--- src/rtl/spi_pkg.sv ---
// Shared types and constants for the mode-0 SPI controller.
package spi_pkg;

    typedef enum logic [2:0] {
        IDLE  = 3'd0,
        SETUP = 3'd1,
        HIGH  = 3'd2,
        LOW   = 3'd3,
        HOLD  = 3'd4,
        GAP   = 3'd5
    } spi_state_t;

    localparam logic SPI_CPOL = 1'b0;
    localparam logic SPI_CPHA = 1'b0;

endpackage

--- src/rtl/spi_halfperiod_timer.sv ---
// Free-running half-period timer: strobes `last` every HALFPERIOD cycles,
// held at zero while `clear` or `reset` is high.
module spi_halfperiod_timer #(
    parameter int HALFPERIOD = 8
) (
    input  logic clk,
    input  logic reset,
    input  logic clear,
    output logic last
);

    localparam int CW = (HALFPERIOD > 1) ? $clog2(HALFPERIOD) : 1;
    localparam logic [CW-1:0] TERM = CW'(HALFPERIOD - 1);

    logic [CW-1:0] cnt_r;

    // Count up and wrap on the terminal value so each state lasts HALFPERIOD cycles
    always_ff @(posedge clk) begin
        if (reset || clear) begin
            cnt_r <= {CW{1'b0}};
        end else if (cnt_r == TERM) begin
            cnt_r <= {CW{1'b0}};
        end else begin
            cnt_r <= cnt_r + CW'(1);
        end
    end

    assign last = (cnt_r == TERM);

endmodule

--- src/rtl/spi_master.sv ---
// Mode-0 SPI initiator: one WIDTH-bit word per start/done handshake,
// MSB first, with a long SCLK half-period and a synchronized miso input.
module spi_master #(
    parameter int WIDTH      = 8,
    parameter int HALFPERIOD = 8
) (
    input  logic             clk,
    input  logic             reset,
    input  logic             start,
    input  logic [WIDTH-1:0] tx_data,
    output logic             ready,
    output logic             done,
    output logic [WIDTH-1:0] rx_data,
    output logic             sclk,
    output logic             cs_n,
    output logic             mosi,
    input  logic             miso
);

    import spi_pkg::*;

    localparam int BCW = $clog2(WIDTH + 1);
    localparam logic [BCW-1:0] BIT_LAST = BCW'(WIDTH - 1);

    spi_state_t       state_r;
    logic             ready_r;
    logic             done_r;
    logic [WIDTH-1:0] rx_data_r;
    logic             sclk_r;
    logic             cs_n_r;
    logic             mosi_r;
    logic [WIDTH-1:0] tx_sh_r;
    logic [WIDTH-1:0] rx_sh_r;
    logic [BCW-1:0]   bit_cnt_r;
    logic             miso_meta_r;
    logic             miso_sync_r;
    logic             idle_s;
    logic             last_s;

    assign idle_s = (state_r == IDLE);

    spi_halfperiod_timer #(
        .HALFPERIOD(HALFPERIOD)
    ) u_timer (
        .clk  (clk),
        .reset(reset),
        .clear(idle_s),
        .last (last_s)
    );

    // Two-flop synchronizer for the asynchronous miso input
    always_ff @(posedge clk) begin
        if (reset) begin
            miso_meta_r <= 1'b0;
            miso_sync_r <= 1'b0;
        end else begin
            miso_meta_r <= miso;
            miso_sync_r <= miso_meta_r;
        end
    end

    // Transfer FSM; every output is registered against the state being entered
    always_ff @(posedge clk) begin
        if (reset) begin
            state_r   <= IDLE;
            ready_r   <= 1'b1;
            done_r    <= 1'b0;
            rx_data_r <= {WIDTH{1'b0}};
            sclk_r    <= SPI_CPOL;
            cs_n_r    <= 1'b1;
            mosi_r    <= 1'b0;
            tx_sh_r   <= {WIDTH{1'b0}};
            rx_sh_r   <= {WIDTH{1'b0}};
            bit_cnt_r <= {BCW{1'b0}};
        end else begin
            done_r <= 1'b0;
            case (state_r)
                IDLE: begin
                    if (start) begin
                        state_r   <= SETUP;
                        ready_r   <= 1'b0;
                        cs_n_r    <= 1'b0;
                        mosi_r    <= tx_data[WIDTH-1];
                        tx_sh_r   <= tx_data;
                        rx_sh_r   <= {WIDTH{1'b0}};
                        bit_cnt_r <= {BCW{1'b0}};
                    end
                end
                SETUP: begin
                    if (last_s) begin
                        state_r <= HIGH;
                        sclk_r  <= ~SPI_CPOL;
                    end
                end
                HIGH: begin
                    if (last_s) begin
                        rx_sh_r   <= {rx_sh_r[WIDTH-2:0], miso_sync_r};
                        bit_cnt_r <= bit_cnt_r + BCW'(1);
                        sclk_r    <= SPI_CPOL;
                        if (bit_cnt_r == BIT_LAST) begin
                            state_r <= HOLD;
                            mosi_r  <= tx_sh_r[WIDTH-1];
                        end else begin
                            // Next bit goes out on the falling edge, a full half-period before the rise
                            state_r <= LOW;
                            tx_sh_r <= tx_sh_r << 1;
                            mosi_r  <= tx_sh_r[WIDTH-2];
                        end
                    end
                end
                LOW: begin
                    if (last_s) begin
                        state_r <= HIGH;
                        sclk_r  <= ~SPI_CPOL;
                    end
                end
                HOLD: begin
                    if (last_s) begin
                        state_r   <= GAP;
                        cs_n_r    <= 1'b1;
                        mosi_r    <= 1'b0;
                        done_r    <= 1'b1;
                        rx_data_r <= rx_sh_r;
                    end
                end
                GAP: begin
                    if (last_s) begin
                        state_r <= IDLE;
                        ready_r <= 1'b1;
                    end
                end
                default: begin
                    state_r <= IDLE;
                    ready_r <= 1'b1;
                    sclk_r  <= SPI_CPOL;
                    cs_n_r  <= 1'b1;
                    mosi_r  <= 1'b0;
                end
            endcase
        end
    end

    assign ready   = ready_r;
    assign done    = done_r;
    assign rx_data = rx_data_r;
    assign sclk    = sclk_r;
    assign cs_n    = cs_n_r;
    assign mosi    = mosi_r;

endmodule

--- config.mk ---
export PLATFORM = sky130hd
export DESIGN_NAME = spi_master
export DESIGN_NICKNAME = d
export VERILOG_FILES = /design/src/rtl/spi_pkg.sv /design/src/rtl/spi_halfperiod_timer.sv /design/src/rtl/spi_master.sv
export SDC_FILE = /design/constraint.sdc
export NUM_CORES = 1
export LEC_CHECK = 0
export CAP_MARGIN = 5
export CORE_AREA = 2 2 92 50
export CTS_CLUSTER_DIAMETER = 80
export CTS_CLUSTER_SIZE = 20
export DETAILED_ROUTE_END_ITERATION = 16
export DIE_AREA = 0 0 94 52
export GPL_TIMING_DRIVEN = 0
export PLACE_DENSITY = 0.77
export SYNTH_ARGS = -nofsm -noshare
export SYNTH_HDL_FRONTEND = slang
export SYNTH_SLANG_ARGS = --single-unit
--- constraint.sdc ---
create_clock -name clk -period 1.77 [get_ports clk]
set_input_delay 0.354 -clock clk [delete_from_list [all_inputs] [get_ports clk]]
set_output_delay 0.354 -clock clk [all_outputs]
set_load 0.1 [all_outputs]
==> impl_metrics.tcl, run 1 <==
set metrics [dict create \
    cts_sinks 41 \
    start_util 0.427 \
    finalCriticalPeriod_ns 1.69 \
    grt_pass1_vias 1340 \
    h-tree-depth 2 \
    critPathLaunchType "flop" \
    finalSetupViolCount 0 \
    syn_to_final_growth_pct 29.0 \
    worstReg2RegStart "u_timer.cnt_r[0]" \
    grt_first_pass_wirelength_um 6560 \
    synth_edf_count 0 \
    worstSkewPairLatency_ns 0.29 \
    yosysWarnings 0 \
    p_leak_nw 0.867 \
    die_x_um 94 \
    worst_slew_pin_slew_ns 0.628 \
    reg2reg_slack_ns 0.08 \
    irDropWorstVdd_uv 487 \
    power.density_nw_per_um2 998 \
    vias 1563 \
    hold_buffers 0 \
    rsz0062_at_grt "no" \
    hold_viol 0 \
    hold_path.startpoint "reset" \
    layout_setup_ws_ns 0.0804 \
    maxCapViolCount 0 \
    drive_above_1_share 0.202 \
    slew_headroom 0.578 \
    synth_seq_area_share 0.463 \
    status "finished clean" \
    cts_buffers 5 \
    hold_class "in -> reg" \
    firstDrtPassIters 4 \
    slew_violations 0 \
    max_clock_freq_mhz 592 \
    syn_inst 199 \
    end_kind "flop" \
    crit_fanout 6 \
    gp_congestion 0.863 \
    drtIter0Drc 153 \
    vias_per_cell 5.39 \
    hold_depth 2 \
    grt_overflow_total 0 \
    cts_tree "yes" \
    io_pins 25 \
    skew_ns 0.00747 \
    rows 17 \
    die_area_um2 4890 \
    path_class "reg -> reg" \
    portBuffers 23 \
    cts_root_buffer "clkbuf_8" \
    holdWs_ns 0.408 \
    grt_max_degree 13 \
    multiInputGateArea_um2 913 \
    crit_required_ns 1.96 \
    syn_nets 214 \
    dp_hpwl_um 2850 \
    ant_nets 0 \
    critPathArrivalTime_ns 1.88 \
    synth_cell_type_count 40 \
    setup_tns_ns 0 \
    grt_usage 0.176 \
    post-route-period-util 0.955 \
    syn_area_um2 1770 \
    rr_worst_depth 5 \
    utilization 0.551 \
    fillers 379 \
    pre_cts_slack_ns -0.490 \
    grt_antenna_before_repair 0 \
    num-nets-final 247 \
    ys.flop_type "dfxtp_1" \
    die_h_um 52 \
    cts.clk_slew.worst_paths_ns 0.08 \
    drc 0 \
    seq_area_um2 823 \
    core-area_um2 4150 \
    num_antenna_cells 0 \
    syn_area_per_cell_um2 8.90 \
    drt-total-wl_um 4030 \
    cts.path.max_buffers 2 \
    wire_per_inst_um 13.9 \
    synth-async-reset-ratio 0 \
    min_to "miso_sync_r" \
    ys_seq_elements 41 \
    r2r-end "state_r[0]" \
]
final cells by class:
cell class,instances,area share
Multi-Input combinational cell,140,0.400
Clock buffer,7,0.0378
Tap cell,57,0.0312
Sequential cell,41,0.360
Buffer,14,0.0329
Inverter,2,0.00329
Timing Repair Buffer,28,0.122
Clock inverter,1,0.0131
kinds of logic after synthesis:
logic type	synth area share
XOR/XNOR	0.0148
AND/OR/NAND/NOR	0.218
AO/OA/AOI/OAI	0.179
flip-flops	0.463
multiplexers	0.0572
adder cells (fa/ha/maj)	0.0212
buffers and inverters	0.0466
stage by stage:
stage          power (mW)  cells  instance area [µm²]
2_1_floorplan        1.35    199                 1770
3_3_place_gp         1.46    279                 2070
3_5_place_dp         1.47    279                 2070
4_1_cts              2.24    285                 2210
5_1_grt              2.39    290                 2280
6_report             2.28    290                 2280
layout by cell type (no fill, tap or decap), drive strengths merged, types with 2 or more instances in the layout:
| cell type | netlist | routed |
|---|---|---|
| nand3b | 3 | 3 |
| clkbuf | 10 | 15 |
| nand2 | 32 | 32 |
| o21ai | 5 | 5 |
| nand2b | 2 | 2 |
| ha | 3 | 3 |
| clkdlybuf4s50 | 0 | 9 |
| a21oi | 28 | 28 |
| mux2i | 9 | 9 |
| xor2 | 3 | 3 |
| buf | 6 | 11 |
| nor2b | 5 | 5 |
| nand4 | 9 | 9 |
| a311oi | 7 | 7 |
| inv | 2 | 2 |
| dfxtp | 41 | 41 |
| nor3 | 4 | 4 |
| clkdlybuf4s15 | 0 | 13 |
| and2 | 3 | 3 |
| nor2 | 11 | 11 |
registers in the layout, indices dropped and copies added (netlist names):
signal         cells
rx_data            8
rx_sh_r            8
tx_sh_r            8
bit_cnt_r          4
state_r            3
u_timer.cnt_r      3
cs_n               1
done               1
miso_meta_r        1
miso_sync_r        1
mosi               1
ready              1
sclk               1
worst max-delay path, stage by stage, from the launching register on:
cell      delay (ns)
dfxtp_1         0.32
ha_1            0.22
ha_4            0.20
clkbuf_2        0.15
o32ai_1         0.32
mux2_2          0.37
worst max-delay path by stage:
stage	start	to	slack, ns	cells after the start
floorplan	u_timer.cnt_r[0]	bit_cnt_r[3]	0.06	7
global placement	start	tx_sh_r[0]	-0.47	6
detailed placement	start	tx_sh_r[6]	-0.49	6
CTS	state_r[2]	tx_sh_r[6]	0.03	6
global route	state_r[2]	tx_sh_r[7]	0.005	6
finish	u_timer.cnt_r[0]	state_r[0]	0.08	5
repair_timing:
| action | CTS | global route |
|---|---|---|
| setup buffers | 0 | 4 |
| pin swaps | 0 | 1 |
| endpoints found under the setup margin | 40 | 23 |
| resized for setup | 44 | 13 |
| gates cloned | 0 | 1 |
synth_stat cells (3+ instances only):
cell      count  area, µm²
a21oi_1      26        130
a311oi_1      5       43.8
and2_1        3       18.8
buf_2         3       15.0
clkbuf_1     10       37.5
dfxtp_1      41        821
ha_1          3       37.5
mux2i_1       9       90.1
nand2_1      32        120
nand3b_1      3       22.5
nand4_1       9       56.3
nor2_1       11       41.3
nor2b_1       5       31.3
nor3_1        4       20.0
o21ai_0       4       20.0
xor2_1        3       26.3
metal layers:
metal / track usage / up-vias / wire [µm]
li1: - / 777 / -
met3: 0.0478 / 7 / 184
met2: 0.229 / 32 / 1620
met5: 0 / - / 0
met4: 0.0604 / 0 / 46
met1: 0.271 / 747 / 2190
where the power goes:
part | total [mW] | internal [mW] | switching [mW] | leakage [nW]
sequential | 1.02 | 0.983 | 0.0408 | 0.335
combinational | 0.480 | 0.187 | 0.293 | 0.473
clock | 0.778 | 0.460 | 0.318 | 0.0585
Power figures use the tool's default switching activity.
==> inputs of run 2 (changes only) <==
- CORE_AREA: 2 2 92 50 -> 2 2 98 53
- DIE_AREA: 0 0 94 52 -> 0 0 100 55
- GPL_TIMING_DRIVEN: 0 -> default
- PLACE_DENSITY: 0.77 -> 0.7
==> run 2 against run 1 <==
Core utilization fell by 3.0 points. Cell area rose by 6.8%. Critical path depth rose by 1. Via count fell by 0.64%. Maximum frequency fell by 1.5%. Worst hold slack improved by 0.022 ns. Flip-flop and latch count did not move. Cell count rose by 2.1%. Largest power group unchanged.
==> impl_metrics.tcl, run 2 (synthesized netlist as in run 1, its figures left out) <==
set metrics [dict create \
    p_clk_frac 0.319 \
    gp_congestion 0.781 \
    power.total_mw 2.28 \
    max_clock_freq_mhz 583 \
    grt_max_degree 22 \
    grt_overflow_total 0 \
    rsz0062_at_grt "no" \
    seqPwrFrac 0.451 \
    num_antenna_cells 0 \
    hold_viol 0 \
    io_pins 25 \
    cts.path.max_buffers 2 \
    die_x_um 100 \
    worstReg2RegStart "u_timer.cnt_r[0]" \
    drc 0 \
    slowest_delay_ns 0.51 \
    crit_required_ns 1.98 \
    cts_tree "yes" \
    crit_fanout 10 \
    maxCapViolCount 0 \
    wire_per_inst_um 13.4 \
    portBuffers 24 \
    vias_per_cell 5.25 \
    slew_headroom 0.748 \
    post-route-period-util 0.969 \
    h-tree-depth 2 \
    status "finished clean" \
    cp_cell_sequence "clkdlybuf4s50_1, or4b_1, o21ai_4, buf_4, a21oi_2, a311oi_2" \
    most-common-layout-cells "41 x dfxtp_1, 32 x nand2_1, 26 x a21oi_1" \
    start_util 0.378 \
    cts.clk_slew.worst_paths_ns 0.07 \
    firstDrtPassIters 4 \
    dp_hpwl_um 2930 \
    netSwitchingPower_mw 0.656 \
    slew_violations 0 \
    cts_root_buffer "clkbuf_8" \
    critPathLaunchType "input port" \
    path_class "in -> reg" \
    crit_start "start" \
    hold_depth 1 \
    swShare 0.287 \
    irDropWorstVdd_uv 608 \
    skew_ns 0.00910 \
    fin_cells 296 \
    worst_slew_pin_slew_ns 0.375 \
    internal_power_mw 1.63 \
    core-area_um2 4680 \
    cts_buffers 5 \
    die_h_um 55 \
    grt_pass1_vias 1383 \
    dpl.cell_count 287 \
    drt-total-wl_um 3980 \
    rows 18 \
    hold_class "reg -> reg" \
    cts_sinks 41 \
    crit_path_top_delay_cell "or4b_1" \
    combPwrFrac 0.230 \
    grt_antenna_before_repair 0 \
    drive_above_1_share 0.220 \
    layout_commonest_cell "dfxtp_1" \
    grt_usage 0.159 \
    worst-path-buf-inv 2 \
    die_area_um2 5500 \
    grt_first_pass_wirelength_um 6650 \
    power.density_nw_per_um2 936 \
    min_to "u_timer.cnt_r[0]" \
    worstSkewPairLatency_ns 0.30 \
    p_leak_nw 0.960 \
    num-nets-final 251 \
    reg2reg_slack_ns 0.14 \
    end_kind "flop" \
    drtIter0Drc 107 \
    finalCriticalPeriod_ns 1.72 \
    finalSetupViolCount 0 \
    syn_to_final_growth_pct 37.8 \
    rr_worst_depth 6 \
    critPathArrivalTime_ns 1.92 \
    r2r-end "bit_cnt_r[3]" \
    ant_nets 0 \
    hold_path.startpoint "u_timer.cnt_r[0]" \
    vias 1553 \
    cp_top_family "buffers and inverters" \
]
-- run 2: layer usage --
| layer | part of all wire | routed length, µm | GRT usage | vias up |
|---|---|---|---|---|
| li1 | - | - | - | 780 |
| met1 | 0.54 | 2150 | 0.236 | 723 |
| met2 | 0.40 | 1590 | 0.218 | 48 |
| met3 | 0.058 | 231 | 0.0490 | 2 |
| met4 | 0.0010 | 4 | 0.0457 | 0 |
| met5 | 0 | 0 | 0 | - |
-- run 2: worst max-delay path by stage --
stage | endpoint | depth (start not counted) | slack [ns]
5_1_grt | tx_sh_r[3] | 6 | 0.005
3_3_place_gp | tx_sh_r[1] | 5 | -0.20
6_report | tx_sh_r[6] | 6 | 0.05
4_1_cts | tx_sh_r[1] | 5 | 0.01
3_5_place_dp | tx_sh_r[1] | 5 | -0.29
2_1_floorplan | bit_cnt_r[3] | 7 | 0.06
-- run 2: what timing repair did --
item,in CTS,in global routing
resized for setup,0,5
hold endpoints to repair,0,0
hold buffers,0,0
setup buffers,0,2
setup endpoints to repair,0,16
-- run 2: layout make-up --
| cell class | instances | area [µm²] |
|---|---|---|
| Inverter | 2 | 7.51 |
| Clock inverter | 2 | 35.0 |
| Sequential cell | 41 | 821 |
| Multi-Input combinational cell | 140 | 882 |
| Clock buffer | 5 | 68.8 |
| Timing Repair Buffer | 46 | 552 |
| Tap cell | 60 | 75.1 |
| Fill cell | 430 | 2240 |
-- run 2: per-stage QoR --
step           hold WS (ns)  area (µm²)  worst slack [ns]  TNS [ns]   util
6_report              0.430        2440            0.0541         0  0.521
3_3_place_gp          0.416        2300            -0.199     -2.88  0.492
4_1_cts               0.428        2410            0.0131         0  0.514
3_5_place_dp          0.417        2300            -0.287     -3.45  0.492
2_1_floorplan         0.408        1770            0.0618         0      -
5_1_grt               0.461        2440           0.00485         0  0.521
-- run 2: power groups by stage --
stage / registers [mW] / logic [mW] / clock network, mW
after floorplan: 1.10 / 0.253 / 0
final: 1.03 / 0.526 / 0.729
after global routing: 1.04 / 0.568 / 0.783
after global placement: 1.05 / 0.488 / 0
after detailed placement: 1.05 / 0.497 / 0
after CTS: 1.03 / 0.500 / 0.737
==> inputs of run 3 (changes only) <==
- clock period: 1.77 -> 1.39 ns (I/O delays scaled with it)
==> run 3 against run 2 <==
The flow now finishes with violations (negative setup slack). Global-route usage grew 1.0 points. Worst hold slack improved by 0.014 ns. Sequential share of layout area shrank 5.3 points. Worst setup slack worse by 0.27 ns. Clock power increased by 60%. Count of clock-buffer cells in the layout did not move. First-iteration DRC count rose by 31%. Combinational power is 82% higher.
==> impl_metrics.tcl, run 3 (synthesized netlist as in run 1, its figures left out) <==
set metrics [dict create \
    drive_above_1_share 0.476 \
    irDropWorstVdd_uv 710 \
    slew_headroom 0.800 \
    cp_cell_sequence "or4b_4, o21ai_4, buf_4, buf_4, a21oi_2, a41o_1" \
    cts_root_buffer "clkbuf_8" \
    gp_congestion 0.853 \
    cts.clk_slew.worst_paths_ns 0.08 \
    place_area_um2 2430 \
    critPathArrivalTime_ns 1.81 \
    hold_depth 1 \
    seq_area_um2 828 \
    dpl.cell_count 297 \
    slew_violations 0 \
    path_class "reg -> reg" \
    netSwitchingPower_mw 0.999 \
    grt_overflow_total 0 \
    crit_fanout 3 \
    slowest_delay_ns 0.57 \
    drc 0 \
    portBuffers 24 \
    worstSkewPairLatency_ns 0.30 \
    finalCriticalPeriod_ns 1.60 \
    post-route-period-util 1.15 \
    h-tree-depth 2 \
    power.total_mw 3.45 \
    hold_path.startpoint "u_timer.cnt_r[0]" \
    layout_commonest_cell "dfxtp_1" \
    utilization 0.623 \
    hold_viol 0 \
    layout_setup_ws_ns -0.212 \
    r2r-end "tx_sh_r[0]" \
    cts_buffers 5 \
    rsz0062_at_grt "yes" \
    die_area_um2 5500 \
    end_kind "flop" \
    setup_tns_ns -2.36 \
    p_leak_nw 1.19 \
    crit_required_ns 1.59 \
    wire_per_inst_um 15.0 \
    grt_antenna_before_repair 0 \
    power.density_nw_per_um2 1180 \
    cts_tree "yes" \
    num-nets-final 268 \
    pre_cts_slack_ns -0.517 \
    fillers 354 \
    rows 18 \
    vias 1647 \
    die_x_um 100 \
    crit_path_top_delay_cell "or4b_4" \
    multiInputGateArea_um2 1120 \
    swShare 0.290 \
    syn_to_final_growth_pct 64.8 \
    grt_pass1_vias 1471 \
    violations "negative setup slack" \
    worst_slew_pin_slew_ns 0.299 \
    cts.path.max_buffers 2 \
    hold_class "reg -> reg" \
    dp_hpwl_um 2930 \
    min_to "u_timer.cnt_r[0]" \
    finalSetupViolCount 24 \
    combPwrFrac 0.277 \
    num_antenna_cells 0 \
    final_area_um2 2920 \
    grt_max_degree 22 \
    die_h_um 55 \
    crit_top_cell "buf_4" \
    reg2reg_slack_ns -0.21 \
    fin_cells 314 \
    max_clock_freq_mhz 624 \
    rr_worst_depth 6 \
    cts_sinks 41 \
    vias_per_cell 5.25 \
    grt_usage 0.169 \
    ant_nets 0 \
    status "complete, but fails checks" \
    io_pins 25 \
    most-common-layout-cells "35 x dfxtp_1, 27 x buf_4, 18 x a21oi_2, 18 x nand2_1, 16 x buf_12" \
    start_util 0.378 \
    grt_first_pass_wirelength_um 7030 \
    seqPwrFrac 0.383 \
    maxCapViolCount 0 \
    worstReg2RegStart "state_r[0]" \
    critPathLaunchType "flop" \
    firstDrtPassIters 4 \
    drt-total-wl_um 4700 \
    skew_ns 0.00385 \
    drtIter0Drc 140 \
    hold_buffers 0 \
    holdWs_ns 0.444 \
    p_clk_frac 0.340 \
    core-area_um2 4680 \
    internal_power_mw 2.45 \
]
## run 3: cell types whose count changed in the layout (fill, tap and decap cells not counted), moves of 2 or more
cell | before | now
a21oi_2 | 2 | 18
nor3_2 | 0 | 2
buf_6 | 1 | 8
nand2_4 | 0 | 8
nand2_1 | 32 | 18
ha_4 | 0 | 2
buf_4 | 20 | 27
buf_12 | 14 | 16
nor3_1 | 4 | 2
a21oi_1 | 26 | 10
dfxtp_1 | 41 | 35
dfxtp_2 | 0 | 6
nand2_2 | 0 | 6
## run 3: layout make-up
class                   count  share of cell area
clock buffers               5              0.0236
clock inverters             3              0.0236
inverters                   2             0.00257
multi-input cells         140               0.384
flip-flops and latches     41               0.284
well taps                  60              0.0257
repair buffers             63               0.257
## run 3: repair_timing
action / CTS / global route
setup buffers: 4 / 4
resized for setup: 20 / 48
pin swaps: 10 / 19
cloned: 1 / 0
endpoints found under the setup margin: 32 / 31
## run 3: metal layers
metal  track usage  up-vias  wire length, µm
met5             0        -                0
met4        0.0662        0               71
met3        0.0440       10              170
met2         0.248       32             2170
met1         0.240      778             2290
li1              -      827                -
## run 3: worst max path at each step
| stage | startpoint | end | depth (start not counted) |
|---|---|---|---|
| after floorplan | u_timer.cnt_r[0] | rx_sh_r[7] | 8 |
| after global placement | start | tx_sh_r[7] | 5 |
| after detailed placement | start | tx_sh_r[2] | 5 |
| after CTS | state_r[2] | tx_sh_r[2] | 5 |
| after global routing | state_r[0] | tx_sh_r[0] | 6 |
| final | state_r[0] | tx_sh_r[0] | 6 |
## run 3: power by group through the flow
stage | Clock, mW | Combinational (mW) | Sequential (mW)
6_report | 1.17 | 0.955 | 1.32
5_1_grt | 1.24 | 1.02 | 1.33
4_1_cts | 1.18 | 0.834 | 1.32
3_5_place_dp | 0 | 0.703 | 1.34
3_3_place_gp | 0 | 0.685 | 1.34
2_1_floorplan | 0 | 0.353 | 1.41
## run 3: critical path, delay by kind of cell, from the launching register on
kind / cells / cell delay (ns)
simple gates: 1 / 0.57
flops: 1 / 0.34
compound gates: 3 / 0.34
buf+inv: 2 / 0.24
